File: src/rtl/idma_axis_loopback_pkg.sv
// idma_axis_loopback_pkg: transform modes, default 64-bit AXI-Stream channel types
// and the data transform shared by the loopback.
package idma_axis_loopback_pkg;

    localparam int unsigned MaxDataWidth = 512;

    typedef logic [MaxDataWidth-1:0] wide_t;

    typedef enum logic [1:0] {
        MODE_PASS  = 2'd0,
        MODE_INV   = 2'd1,
        MODE_BSWAP = 2'd2,
        MODE_INC   = 2'd3
    } mode_e;

    typedef struct packed {
        logic [63:0] data;
        logic [7:0]  strb;
        logic [7:0]  keep;
        logic        last;
        logic [3:0]  id;
        logic [3:0]  dest;
        logic [7:0]  user;
    } axis_t_chan_64_t;

    typedef struct packed {
        axis_t_chan_64_t t;
        logic            tvalid;
    } axis_req_64_t;

    typedef struct packed {
        logic tready;
    } axis_rsp_64_t;

    // Works on a zero-extended word; the caller truncates back to its own width,
    // which also gives the modulo wrap for increment and drops inverted upper bits.
    function automatic wide_t transform(input mode_e mode, input wide_t data, input int unsigned nbytes);
        wide_t res;
        res = data;
        if (mode == MODE_INV) res = ~data;
        else if (mode == MODE_INC) res = data + 1'b1;
        else if (mode == MODE_BSWAP) begin
            res = '0;
            for (int unsigned i = 0; i < MaxDataWidth / 8; i++)
                if (i < nbytes) res[8*i +: 8] = data[8*(nbytes-1-i) +: 8];
        end
        return res;
    endfunction

endpackage

File: src/rtl/idma_axis_loopback_fifo.sv
// idma_axis_loopback_fifo: power-of-two FIFO holding whole T-channel beats
// (data, tlast, sideband) with occupancy-derived full/empty flags.
module idma_axis_loopback_fifo #(
    parameter int unsigned Depth = 16,
    parameter type entry_t = logic
) (
    input  logic   clk_i,
    input  logic   rst_ni,
    input  logic   push,
    input  logic   pop,
    input  entry_t wdata,
    output entry_t rdata,
    output logic   full,
    output logic   empty
);

    localparam int unsigned AddrWidth = $clog2(Depth);

    entry_t mem [Depth];
    logic [AddrWidth-1:0] wptr, rptr;
    logic [AddrWidth:0] count;

    // Pointers wrap naturally because Depth is a power of two.
    always_ff @(posedge clk_i or negedge rst_ni) begin
        if (!rst_ni) begin
            wptr  <= '0;
            rptr  <= '0;
            count <= '0;
        end else begin
            if (push) wptr <= wptr + 1'b1;
            if (pop) rptr <= rptr + 1'b1;
            count <= count + {{AddrWidth{1'b0}}, push} - {{AddrWidth{1'b0}}, pop};
        end
    end

    always_ff @(posedge clk_i) begin
        if (push) mem[wptr] <= wdata;
    end

    assign rdata = mem[rptr];
    assign full  = count == (AddrWidth+1)'(Depth);
    assign empty = count == '0;

endmodule

File: src/rtl/idma_axis_loopback.sv
// idma_axis_loopback: AXI-Stream loopback applying a per-packet data transform,
// buffered in cut-through or store-and-forward mode, with egress statistics.
module idma_axis_loopback
    import idma_axis_loopback_pkg::*;
#(
    parameter int unsigned DataWidth = 64,
    parameter int unsigned Depth = 16,
    parameter int unsigned CntWidth = 32,
    parameter type axis_req_t = axis_req_64_t,
    parameter type axis_rsp_t = axis_rsp_64_t,
    parameter type axis_t_chan_t = axis_t_chan_64_t
) (
    input  logic                clk_i,
    input  logic                rst_ni,
    input  logic [1:0]          mode_i,
    input  logic                store_fwd_i,
    input  axis_req_t           rx_req_i,
    output axis_rsp_t           rx_rsp_o,
    output axis_req_t           tx_req_o,
    input  axis_rsp_t           tx_rsp_i,
    output logic [CntWidth-1:0] beats_o,
    output logic [CntWidth-1:0] pkts_o,
    output logic                full_o,
    output logic                empty_o,
    output logic                overflow_o
);

    localparam int unsigned PktWidth = $clog2(Depth) + 1;

    logic full, empty, push, pop, tvalid, rx_ready;
    logic in_pkt, sf_q, overflow_q, pkt_in, pkt_out;
    mode_e mode_q, cur_mode;
    logic [PktWidth-1:0] pkt_cnt;
    logic [CntWidth-1:0] beats_q, pkts_q;
    axis_t_chan_t t_in, t_out;

    always_comb begin
        cur_mode  = in_pkt ? mode_q : mode_e'(mode_i);
        t_in      = rx_req_i.t;
        t_in.data = DataWidth'(transform(cur_mode, wide_t'(rx_req_i.t.data), DataWidth / 8));
    end

    // A full buffer without a complete packet is released so the stream cannot deadlock.
    always_comb begin
        tvalid          = !empty && (!sf_q || pkt_cnt != '0 || full);
        pop             = tvalid && tx_rsp_i.tready;
        rx_ready        = rst_ni && (!full || pop);
        push            = rx_req_i.tvalid && rx_ready;
        pkt_in          = push && rx_req_i.t.last;
        pkt_out         = pop && t_out.last;
        rx_rsp_o        = '0;
        rx_rsp_o.tready = rx_ready;
        tx_req_o        = '0;
        tx_req_o.t      = t_out;
        tx_req_o.tvalid = tvalid;
    end

    idma_axis_loopback_fifo #(
        .Depth   (Depth),
        .entry_t (axis_t_chan_t)
    ) i_fifo (
        .clk_i  (clk_i),
        .rst_ni (rst_ni),
        .push   (push),
        .pop    (pop),
        .wdata  (t_in),
        .rdata  (t_out),
        .full   (full),
        .empty  (empty)
    );

    always_ff @(posedge clk_i or negedge rst_ni) begin
        if (!rst_ni) begin
            in_pkt     <= 1'b0;
            mode_q     <= MODE_PASS;
            sf_q       <= 1'b0;
            overflow_q <= 1'b0;
            pkt_cnt    <= '0;
            beats_q    <= '0;
            pkts_q     <= '0;
        end else begin
            sf_q <= store_fwd_i;
            if (push) begin
                in_pkt <= !rx_req_i.t.last;
                if (!in_pkt) mode_q <= mode_e'(mode_i);
            end
            if (sf_q && full && pkt_cnt == '0) overflow_q <= 1'b1;
            if (pkt_in != pkt_out) pkt_cnt <= pkt_in ? pkt_cnt + 1'b1 : pkt_cnt - 1'b1;
            if (pop) begin
                beats_q <= beats_q + 1'b1;
                if (t_out.last) pkts_q <= pkts_q + 1'b1;
            end
        end
    end

    assign beats_o    = beats_q;
    assign pkts_o     = pkts_q;
    assign full_o     = full;
    assign empty_o    = empty;
    assign overflow_o = overflow_q;

endmodule

File: config.mk
export PLATFORM = sky130hd
export DESIGN_NAME = idma_axis_loopback
export DESIGN_NICKNAME = d
export VERILOG_FILES = /design/src/rtl/idma_axis_loopback_pkg.sv /design/src/rtl/idma_axis_loopback_fifo.sv /design/src/rtl/idma_axis_loopback.sv
export SDC_FILE = /design/constraint.sdc
export NUM_CORES = 2
export LEC_CHECK = 0
export CORE_UTILIZATION = 45
export CTS_BUF_LIST = sky130_fd_sc_hd__clkbuf_8
export DETAILED_ROUTE_END_ITERATION = 16
export GPL_ROUTABILITY_DRIVEN = 0
export PLACE_DENSITY_LB_ADDON = 0.08
export SLEW_MARGIN = 40
export SYNTH_ARGS = -nofsm -noshare
export SYNTH_HDL_FRONTEND = slang
export SYNTH_SLANG_ARGS = --single-unit
File: constraint.sdc
create_clock -name clk_i -period 9.1 [get_ports clk_i]
set_input_delay 0.91 -clock clk_i [delete_from_list [all_inputs] [get_ports clk_i]]
set_output_delay 0.91 -clock clk_i [all_outputs]
set_load 0.05 [all_outputs]
==> Word level (Yosys, flattened, before mapping) <==
Memory sizes are Yosys's and may differ from the RTL's.
Cells that the tools add are included.
{ "word_totals": {"output_inout_bits": 166, "mem_count": 1, "ram_bits": 1552, "register_bits": 87} }
{ "mem_list": {"columns": ["name", "words", "word_bits", "rd", "rd_clocked_by_memory_dff", "wr", "line_no", "source"], "rows": [
  ["i_fifo.mem", 16, 97, 1, 0, 1, "idma_axis_loopback_fifo.sv:19", "entry_t mem [Depth];"]
]} }
{ "classes": {"bitwise_logic": 1, "n_eq_ne": 5, "add_sub_neg": 9, "n_mux": 7, "n_reduce_logical": 19} }
{ "op_table": {"columns": ["op", "count"], "rows": [
  ["2-to-1 mux 64 bit", 3],
  ["adder 32 x 1 -> 32 bit (second input constant)", 2],
  ["adder 64 x 1 -> 64 bit (second input constant)", 1],
  ["inverter 64 bit", 1],
  ["zero test 5 bit", 2],
  ["adder 4 x 1 -> 4 bit (second input constant)", 2],
  ["logical AND 1 bit", 8],
  ["adder 5 x 1 -> 5 bit", 1],
  ["adder 5 x 1 -> 5 bit (second input constant)", 1],
  ["== test 5 bit (second input constant)", 1],
  ["2-to-1 mux 5 bit", 1],
  ["nonzero test 5 bit", 1],
  ["subtractor 5 x 1 -> 5 bit", 1],
  ["subtractor 5 x 1 -> 5 bit (second input constant)", 1],
  ["== test 2 bit (second input constant)", 2],
  ["zero test 1 bit", 4],
  ["logical OR 1 bit", 3],
  ["== test 2 x 1 -> 1 bit (second input constant)", 1],
  ["2-to-1 mux 1 bit", 2],
  ["2-to-1 mux 2 bit", 1],
  ["AND reduction 2 bit", 1],
  ["!= test 1 bit", 1]
]} }

==> Depth between registers and ports, before layout <==
{ "logic_depth": {"depth_word": 10, "ltp_mapped": 15, "depth_no_buf": 15} }

==> Cells and area by module <==
Synthesis repeated with hierarchy kept, for this count alone.
{ "hier_totals": {"cells_unflattened": 3299, "area_unflattened_um2": 65250.1} }
{ "modules_own_cells": {"columns": ["mod", "area_per_inst_um2", "cells_per_inst", "seq_area_each_um2", "n_inst"], "rows": [
  ["idma_axis_loopback_fifo", 58627.5, 2454, 46930.0, 1],
  ["idma_axis_loopback", 6622.6, 845, 1851.8, 1]
]} }

==> Worst setup path before layout <==
Ideal clock, no wire load.
{ "synth_path": {"kind": "input to register", "start": "in tx_rsp_i", "end": "mem i_fifo.mem[0][0] (netlist bit), enable pin", "t_arrival_ns": 8.142, "stages": 4, "path_slack_ns": 0.286, "n_path_buf": 1, "cell_sequence": "o211a_1 -> buf_1 -> nand2_1 -> nor3_1"} }
{ "synth_via": {"elab_chain_len": 6} }
{ "synth_lines": {"columns": ["item", "line_no", "source"], "rows": [
  ["start: declaration", "idma_axis_loopback.sv:20", "input axis_rsp_t tx_rsp_i,"],
  ["logical AND 1 bit", "idma_axis_loopback.sv:46", "pop = tvalid && tx_rsp_i.tready;"],
  ["logical OR 1 bit", "idma_axis_loopback.sv:47", "rx_ready = rst_ni && (!full || pop);"],
  ["logical AND 1 bit", "idma_axis_loopback.sv:47", null],
  ["logical AND 1 bit", "idma_axis_loopback.sv:48", "push = rx_req_i.tvalid && rx_ready;"],
  ["2-to-1 mux 1 bit", "idma_axis_loopback_fifo.sv:37", "if (push) mem[wptr] <= wdata;"],
  ["2-to-1 mux 1 bit (not written as such)", "idma_axis_loopback_fifo.sv:37", null],
  ["end: declaration", "idma_axis_loopback_fifo.sv:19", null]
]} }
No other way between the ends.

==> results.sh <==
export IMPL_drv_cap=0
export IMPL_met2_usage=0.364
export IMPL_synth_area_top_cells="edfxtp_1, mux4_2, dfrtp_1"
export IMPL_cp_buffers_inverters=4
export IMPL_fin_crit_sh=0.632
export IMPL_ys_warn_count=0
export IMPL_run_status="complete, no violations"
export IMPL_start_kind="flip-flop"
export IMPL_track_usage=0.228
export IMPL_worstSkewPairLatency_ns=0.97
export IMPL_path_clk_slew_ns=0.06
export IMPL_r2r_start="i_fifo.rptr[0]"
export IMPL_worstPathArrival_ns=4.84
export IMPL_hpwl_um=89900
export IMPL_met3_usage=0.0456
export IMPL_rrSetupSlack_ns=5.33
export IMPL_synth_top_flop_cell="edfxtp_1"
export IMPL_nFillCells=11200
export IMPL_slew_headroom=0.434
export IMPL_die_area_mm2=0.146
export IMPL_crit_chain="buf_12, buf_16, buf_16, mux4_2, mux4_2, clkdlybuf4s50_1"
export IMPL_clock_sinks=1639
export IMPL_r2r_worst_path_cells=6
export IMPL_synth_seq_cells=1639
export IMPL_synth_cell_types=57
export IMPL_fin_skew_ns=0.0477
export IMPL_chipWidth_um=382
export IMPL_cts_made_buffers=290
export IMPL_routedWlPerCell_um=29.1
export IMPL_overflow=0
export IMPL_grt_busiest_layer="met2"
export IMPL_area_growth_pct=16.7
export IMPL_ant_nets=0
export IMPL_synthArstFlopShare=0.0531
export IMPL_vdd_drop_max_mv=0.247
export IMPL_synth_most_common_cell="edfxtp_1"
export IMPL_cts_resized=0
export IMPL_crit_start="i_fifo.rptr[0]"
export IMPL_crit_type="flip-flop to output pin"
export IMPL_critPathMaxFanout=59
export IMPL_io_buffers=269
export IMPL_netlist_area_leader_share=0.718
export IMPL_power_leakage_nw=24.6
export IMPL_drc=0
export IMPL_yosysSeqAreaShare=0.751
export IMPL_clockBufferDepth=4
export IMPL_syn_nets=3154
export IMPL_setup_slack_ns=3.35
export IMPL_cts_root_buf="clkbuf_8"
export IMPL_avgSynthCellArea_um2=21.4
export IMPL_met1_usage=0.320
export IMPL_rsz0062_at_grt="no"
export IMPL_drtIter0Drc=3266
export IMPL_fin_nets=3673
export IMPL_grt_max_degree=92
export IMPL_cp_slowest_stage_delay_ns=0.91
export IMPL_final_min_clock_period_ns=5.75
export IMPL_io_pins=270
export IMPL_layout_drive_gt1_share=0.266
export IMPL_critPathTopFamily="buffers and inverters"
export IMPL_synth_edf_count=1552
export IMPL_slew_viol_final=0
export IMPL_cp_num_cells=6
export IMPL_endpoint="tx_req_o[34]"
export IMPL_cts_tree="yes"
export IMPL_via_count=32800
export IMPL_htreeDepth=5
export IMPL_cp_end_kind="output pin"
export IMPL_ys_top_cells_by_count="edfxtp_1, mux4_2, nand2_1"
export IMPL_pre_cts_ws_ns=4.22
export IMPL_core_mm2=0.143
export IMPL_initial_core_util=0.453
export IMPL_grt_pass1_wl_um=239000
export IMPL_synth_top_area_cell="edfxtp_1"
export IMPL_power_density_mw_per_mm2=315
export IMPL_timing_fmax_ghz=0.174
export IMPL_crit_slowest_cell="dfrtp_4"
export IMPL_grt_pass1_vias=34700
export IMPL_tns_ns=0
export IMPL_vias_per_cell=5.82
export IMPL_syn_area_mm2=0.0649
export IMPL_r2r_end="pkt_cnt[3]"
export IMPL_dieHeight_um=382
export IMPL_synthCells=3031
export IMPL_hold_viol=0
export IMPL_antenna_found_initial=9
export IMPL_setup_viol=0
export IMPL_hold_path_class="input port to asynchronous set/reset pin"
export IMPL_crit_required_ns=8.19
export IMPL_num_rows=139
export IMPL_wirelength_um=164000
export IMPL_drtPass1Iterations=8
export IMPL_tightest_slew_ns=0.849
## flip-flops by register name, indices dropped and copies added, names as in the netlist
register and flops:
sf_q 1, in_pkt 1, i_fifo.count 5, i_fifo.wptr 4
pkt_cnt 5, i_fifo.mem 1552, mode_q 2, pkts_o 32
i_fifo.rptr 4, beats_o 32, overflow_o 1
## worst register-to-register path, stage by stage (launching register included)
cell,delay (ns)
dfrtp_4,0.91
buf_4,0.71
mux4_2,0.60
mux4_2,0.54
and2_1,0.29
xnor2_4,0.24
mux2_1,0.35
## report_power, final
part	total, mW	internal, mW	switching, mW
logic	8.60	3.53	5.06
registers	9.43	9.12	0.303
clock network	5.86	3.04	2.83
## layout make-up
cell class,count,area [um^2],share of cell area
timing repair buffer,386,3970,0.0524
inverter,24,90.1,0.00119
clock inverter,183,762,0.0101
antenna,1,2.50,0.0000330
sequential,1639,48800,0.644
clock buffer,298,4100,0.0541
tap,1903,2380,0.0314
multi-input combinational,1209,15700,0.207
## worst min-delay path by stage
stage                   to  cells past startpoint
6_report         pkts_o[7]                      2
5_1_grt         pkts_o[10]                      2
4_1_cts          pkts_o[7]                      2
3_5_place_dp   beats_o[31]                      1
3_3_place_gp    pkts_o[31]                      1
2_1_floorplan   pkt_cnt[4]                      1
## routing by layer
layer / vias to the layer above / wire, um
met5: - / 99
met4: 14 / 3290
met3: 280 / 10600
met2: 1159 / 80200
met1: 17600 / 70000
li1: 13700 / -
## cell usage in the layout, fill, tap and decap left out, types with 5 or more instances in the layout
cell / count
a21oi_1: 35
a21oi_2: 15
a31oi_1: 32
a41oi_1: 11
and2_1: 6
and3_1: 38
and4_1: 10
buf_12: 10
buf_16: 9
buf_4: 75
buf_6: 20
clkbuf_8: 298
clkdlybuf4s50_1: 268
clkinv_1: 53
clkinv_2: 24
clkinvlp_4: 5
dfrtp_1: 83
edfxtp_1: 1552
ha_1: 17
inv_1: 124
mux4_2: 485
nand2_1: 154
nand3_1: 39
nand4_1: 27
nor2_1: 60
nor2_4: 12
nor3_1: 16
nor4_1: 9
o21ai_0: 20
o21ai_1: 5
o31ai_1: 10
o41ai_1: 8
or3_1: 10
xnor2_1: 96
xor2_1: 34
## repair_timing
action	in CTS	in global routing
endpoints found under the hold margin	16	0
setup buffers	0	0
hold buffers	1	0
## stage by stage
stage          area, um^2  hold WS (ns)   util  instances  power [mW]
3_5_place_dp        70800         0.471  0.494       5158        18.3
4_1_cts             75700         0.261  0.528       5640        24.3
3_3_place_gp        70300         0.458  0.491       5144        18.1
6_report            75800         0.370  0.529       5643        23.9
2_1_floorplan       64900         0.447      -       3031        15.4
5_1_grt             75800         0.332  0.529       5643        24.9
## cell families (layout without fill, tap and decap cells)
group	count (synthesis)	count (layout)	share of synthesized area
flops	1639	1639	0.751
mux	496	496	0.170
fa+ha+maj	19	19	0.00389
xor+xnor	131	131	0.0180
buf+inv	183	891	0.0115
compound gates	159	159	0.0152
simple gates	404	404	0.0302
other cells	0	1	0
Note: power is estimated with default switching activity, not from simulation.
